File: config.mk
export PLATFORM = sky130hd
export DESIGN_NAME = mult_state_sequencer
export DESIGN_NICKNAME = d
export VERILOG_FILES = /design/src/rtl/mult_state_sequencer.sv
export SDC_FILE = /design/constraint.sdc
export NUM_CORES = 1
export LEC_CHECK = 0
export BUFFER_PORTS_ARGS = -buffer_cell sky130_fd_sc_hd__buf_4
export CAP_MARGIN = 20
export CORE_AREA = 5 5 42 44
export DETAILED_ROUTE_END_ITERATION = 7
export DIE_AREA = 0 0 47 49
export RECOVER_POWER = 100
export SKIP_CTS_REPAIR_TIMING = 1
export SLEW_MARGIN = 20
export SYNTH_ARGS = -nofsm -noshare
export SYNTH_HDL_FRONTEND = slang
export SYNTH_SLANG_ARGS = --single-unit
File: constraint.sdc
create_clock -name clk -period 1.2 [get_ports clk]
set_input_delay 0.24 -clock clk [delete_from_list [all_inputs] [get_ports clk]]
set_output_delay 0.24 -clock clk [all_outputs]
set_load 0.02 [all_outputs]
File: src/rtl/mult_state_sequencer.sv
// mult_state_sequencer: present-state register and next-state logic for the 4x4 multiplier controller.
//
// Ports:
//   clk    in   system clock, rising edge
//   rst_n  in   synchronous active-low reset
//   start  in   level request, sampled only in IDLE
//   mbit   in   current multiplier LSB, sampled when leaving SETUP or STORE
//   abort  in   cancel request (only when SEQ_ABORT_EN is defined)
//   ps     out  3-bit present-state code to the signal-assigner
//   busy   out  high whenever ps != 000
//   done   out  one-cycle completion pulse, coincides with ps returning to 000
//   iter   out  completed-iteration count
//
// Optional feature macro: SEQ_ABORT_EN adds the abort port.

package mult_state_sequencer_pkg;
    // Codes are fixed: the downstream decoder depends on them bit-for-bit.
    typedef enum logic [2:0] {
        ST_IDLE  = 3'b000,
        ST_CLR   = 3'b001,
        ST_LOAD1 = 3'b010,
        ST_SETUP = 3'b011,
        ST_ADD   = 3'b100,
        ST_SHIFT = 3'b101,
        ST_STORE = 3'b110,
        ST_ILL   = 3'b111
    } state_e;
endpackage

module mult_state_sequencer
    import mult_state_sequencer_pkg::*;
#(
    parameter int ITER = 4,
    localparam int CW = $clog2(ITER + 1)
) (
    input  logic          clk,
    input  logic          rst_n,
    input  logic          start,
    input  logic          mbit,
`ifdef SEQ_ABORT_EN
    input  logic          abort,
`endif
    output logic [2:0]    ps,
    output logic          busy,
    output logic          done,
    output logic [CW-1:0] iter
);

    localparam logic [CW-1:0] LAST = CW'(ITER - 1);
    localparam logic [CW-1:0] FULL = CW'(ITER);

    state_e        state_q, state_d;
    logic [CW-1:0] iter_q, iter_d;
    logic          done_q, done_d;

    always_comb begin
        state_d = state_q;
        iter_d  = iter_q;
        done_d  = 1'b0;
        case (state_q)
            ST_IDLE:  state_d = start ? ST_CLR : ST_IDLE;
            ST_CLR:   state_d = ST_LOAD1;
            ST_LOAD1: begin
                state_d = ST_SETUP;
                iter_d  = '0;
            end
            ST_SETUP: state_d = mbit ? ST_ADD : ST_SHIFT;
            ST_ADD:   state_d = ST_SHIFT;
            ST_SHIFT: state_d = ST_STORE;
            ST_STORE: begin
                if (iter_q == LAST) begin
                    state_d = ST_IDLE;
                    iter_d  = FULL;
                    done_d  = 1'b1;
                end else begin
                    // Next iteration: skip the add step when the new LSB is 0.
                    state_d = mbit ? ST_ADD : ST_SHIFT;
                    iter_d  = iter_q + CW'(1);
                end
            end
            default:  state_d = ST_IDLE;
        endcase
`ifdef SEQ_ABORT_EN
        // Abort wins over every transition while busy; in IDLE start keeps priority.
        if (abort && state_q != ST_IDLE) begin
            state_d = ST_IDLE;
            iter_d  = iter_q;
            done_d  = 1'b0;
        end
`endif
    end

    always_ff @(posedge clk) begin
        if (!rst_n) begin
            state_q <= ST_IDLE;
            iter_q  <= '0;
            done_q  <= 1'b0;
        end else begin
            state_q <= state_d;
            iter_q  <= iter_d;
            done_q  <= done_d;
        end
    end

    assign ps   = state_q;
    assign busy = state_q != ST_IDLE;
    assign done = done_q;
    assign iter = iter_q;

endmodule
==> flow_metrics.env <==
export IMPL_status="finished with violations"
export IMPL_violations="negative setup slack"
export IMPL_place_gp_congestion=0.710
export IMPL_synth_cells=42
export IMPL_io_pins=12
export IMPL_antenna_found_initial=0
export IMPL_drcViolationCount=0
export IMPL_grt_max_degree=11
export IMPL_wire_per_inst_um=10.9
export IMPL_hold_viol_final=0
export IMPL_viasPerCell=4.54
export IMPL_r2r_end="iter[0]$_SDFFE_PN0P_"
export IMPL_die_y_um=49
export IMPL_grt_ovfl_total=0
export IMPL_r2r_slack_ns=0.01
export IMPL_ys_warn_count=0
export IMPL_port_buffers=11
export IMPL_ant_nets=0
export IMPL_num_antenna_cells=0
export IMPL_final_common_cell="buf_4"
export IMPL_final_cell_area_um2=546
export IMPL_first_global_vias=290
export IMPL_wl_um=827
export IMPL_rows=14
export IMPL_holdCritPathClass="input pin to flop"
export IMPL_syn2layout_area_growth_pct=51.4
export IMPL_syn_cell_area_um2=360
export IMPL_crit_type="flop to primary output"
export IMPL_setup_tns_final_ns=-0.123
export IMPL_rsz0062_at_grt="yes"
export IMPL_leakage_uw=0.000216
export IMPL_start_util_pct=25.7
export IMPL_dr_pass1_iters=4
export IMPL_r2r_start="iter[0]$_SDFFE_PN0P_"
export IMPL_fin_cells=76
export IMPL_clock_fmax_mhz=756
export IMPL_worstHoldStart="rst_n"
export IMPL_tritoncts="yes"
export IMPL_cellPowerDensity_mw_per_mm2=1770
export IMPL_ff2ff_path_depth=4
export IMPL_cts_root_buf="clkbuf_4"
export IMPL_critPathCaptureType="primary output"
export IMPL_drive_gt1_share_pct=45.0
export IMPL_syn_avg_cell_area_um2=8.58
export IMPL_clkLatencyLatePin_ns=0.25
export IMPL_die_area_mm2=0.00230
export IMPL_syn_nets=48
export IMPL_die_x_um=47
export IMPL_drv_slew=0
export IMPL_setup_slack_ns=-0.123
export IMPL_synth_seq_cells=7
export IMPL_htreeDepth=1
export IMPL_synth_distinct_cells=20
export IMPL_finalSetupViolCount=1
export IMPL_cts_sinks=7
export IMPL_crit_arrival_ns=1.08
export IMPL_cts_path_max_buffers=2
export IMPL_core_mm2=0.00140
export IMPL_clk_pin_slew_ns=0.05
export IMPL_cp_start_kind="flop"
export IMPL_final_nets=67
export IMPL_maxSlewHeadroom_pct=82.9
export IMPL_crit_required_ns=0.96
export IMPL_max_vdd_ir_drop_mv=0.995
export IMPL_hold_depth=2
export IMPL_whs_endpoint="ps[1]$_SDFF_PN0_"
export IMPL_cp_max_fo=3
export IMPL_via_count=345
export IMPL_dpl_hpwl_um=599
export IMPL_drt_iter0_drc=4
export IMPL_grt_usage_pct=7.49
export IMPL_grt_pass1_wl_mm=1.23
export IMPL_cts_buffers_inserted=3
export IMPL_layout_common_cells="buf_4, nand2_1, nand3b_1, dfxtp_2"
export IMPL_layout_min_cycle_time_ns=1.32
export IMPL_dp_cells=70
export IMPL_worst_pin_slew_ns=0.257
export IMPL_period_share_pct=110
export IMPL_synth_seq_area_share_pct=38.9
export IMPL_fin_skew_ns=0.000692
export IMPL_fillers=158
export IMPL_max_cap_violations=0
export IMPL_crit_start="ps[2]$_SDFF_PN0_"
export IMPL_placed_area_um2=505
area by class of cell:
| class | instances | area (um^2) | area share (%) |
|---|---|---|---|
| sequential | 7 | 149 | 27.3 |
| multi-input combinational | 31 | 226 | 41.5 |
| tap | 16 | 20.0 | 3.67 |
| inverter | 2 | 7.51 | 1.38 |
| clock buffer | 4 | 26.3 | 4.82 |
| timing repair buffer | 16 | 116 | 21.3 |
registers in the layout, summed over array words and instances, names as in the netlist:
register and count:
iter 3, done 1, ps 3
power breakdown:
| group | internal (uW) | switching, uW |
|---|---|---|
| logic | 235 | 205 |
| clock network | 127 | 86.2 |
| registers | 278 | 36.8 |
| total | 639 | 328 |
cells in the mapped netlist, drive strengths merged:
cell type / instances / area share (%)
or2b: 1 / 2.1
buf: 2 / 4.2
ha: 2 / 6.9
nand3: 2 / 2.8
dfxtp: 7 / 39
nand2: 6 / 6.2
o21ai: 3 / 4.2
inv: 2 / 2.1
nand2b: 1 / 2.4
and2: 1 / 1.7
o22ai: 1 / 1.7
a21oi: 1 / 1.4
nor3: 1 / 1.4
or3: 2 / 3.8
a21boi: 4 / 8.3
nor2: 1 / 1.0
and2b: 1 / 2.4
nand3b: 4 / 8.3
worst max path at each step:
stage,endpoint,slack (ns),cells after the start
2_1_floorplan,iter[0]$_SDFFE_PN0P_,0.001,4
3_3_place_gp,iter[0]$_SDFFE_PN0P_,0.02,4
3_5_place_dp,iter[0]$_SDFFE_PN0P_,-0.002,4
4_1_cts,busy,-0.19,2
5_1_grt,busy,-0.15,2
6_report,busy,-0.12,2
per-stage QoR:
step | hold slack [ns] | setup WS (ns) | total power [uW] | utilization, %
after floorplan | 0.360 | 0.00110 | 557 | -
after global placement | 0.468 | 0.0185 | 686 | 36.1
after detailed placement | 0.470 | -0.00234 | 687 | 36.1
after CTS | 0.254 | -0.190 | 910 | 37.9
after global routing | 0.261 | -0.146 | 1030 | 38.9
final | 0.261 | -0.123 | 967 | 38.9
cells by family (layout without fill, tap and decap cells):
kind of cell	after synthesis	in the layout	share of synthesized area [%]
buffers and inverters	4	22	6.25
AND/OR/NAND/NOR	20	20	32.3
adder cells (fa/ha/maj)	2	2	6.94
flip-flops	7	7	38.9
AO/OA/AOI/OAI	9	9	15.6
metal layers:
metal | up-vias | global-route usage [%] | wire length, um | part of all wire (%)
met2 | 12 | 8.14 | 345 | 42
met5 | - | 0 | 0 | 0
met3 | 0 | 6.27 | 79 | 9.6
li1 | 179 | - | - | -
met1 | 154 | 11.1 | 402 | 49
met4 | 0 | 1.38 | 0 | 0
worst max-delay path, cell delays in order, from the launching register on:
cell and delay (ns):
dfxtp_2 0.32, or3_4 0.38, buf_6 0.14
Power figures use the tool's default switching activity.
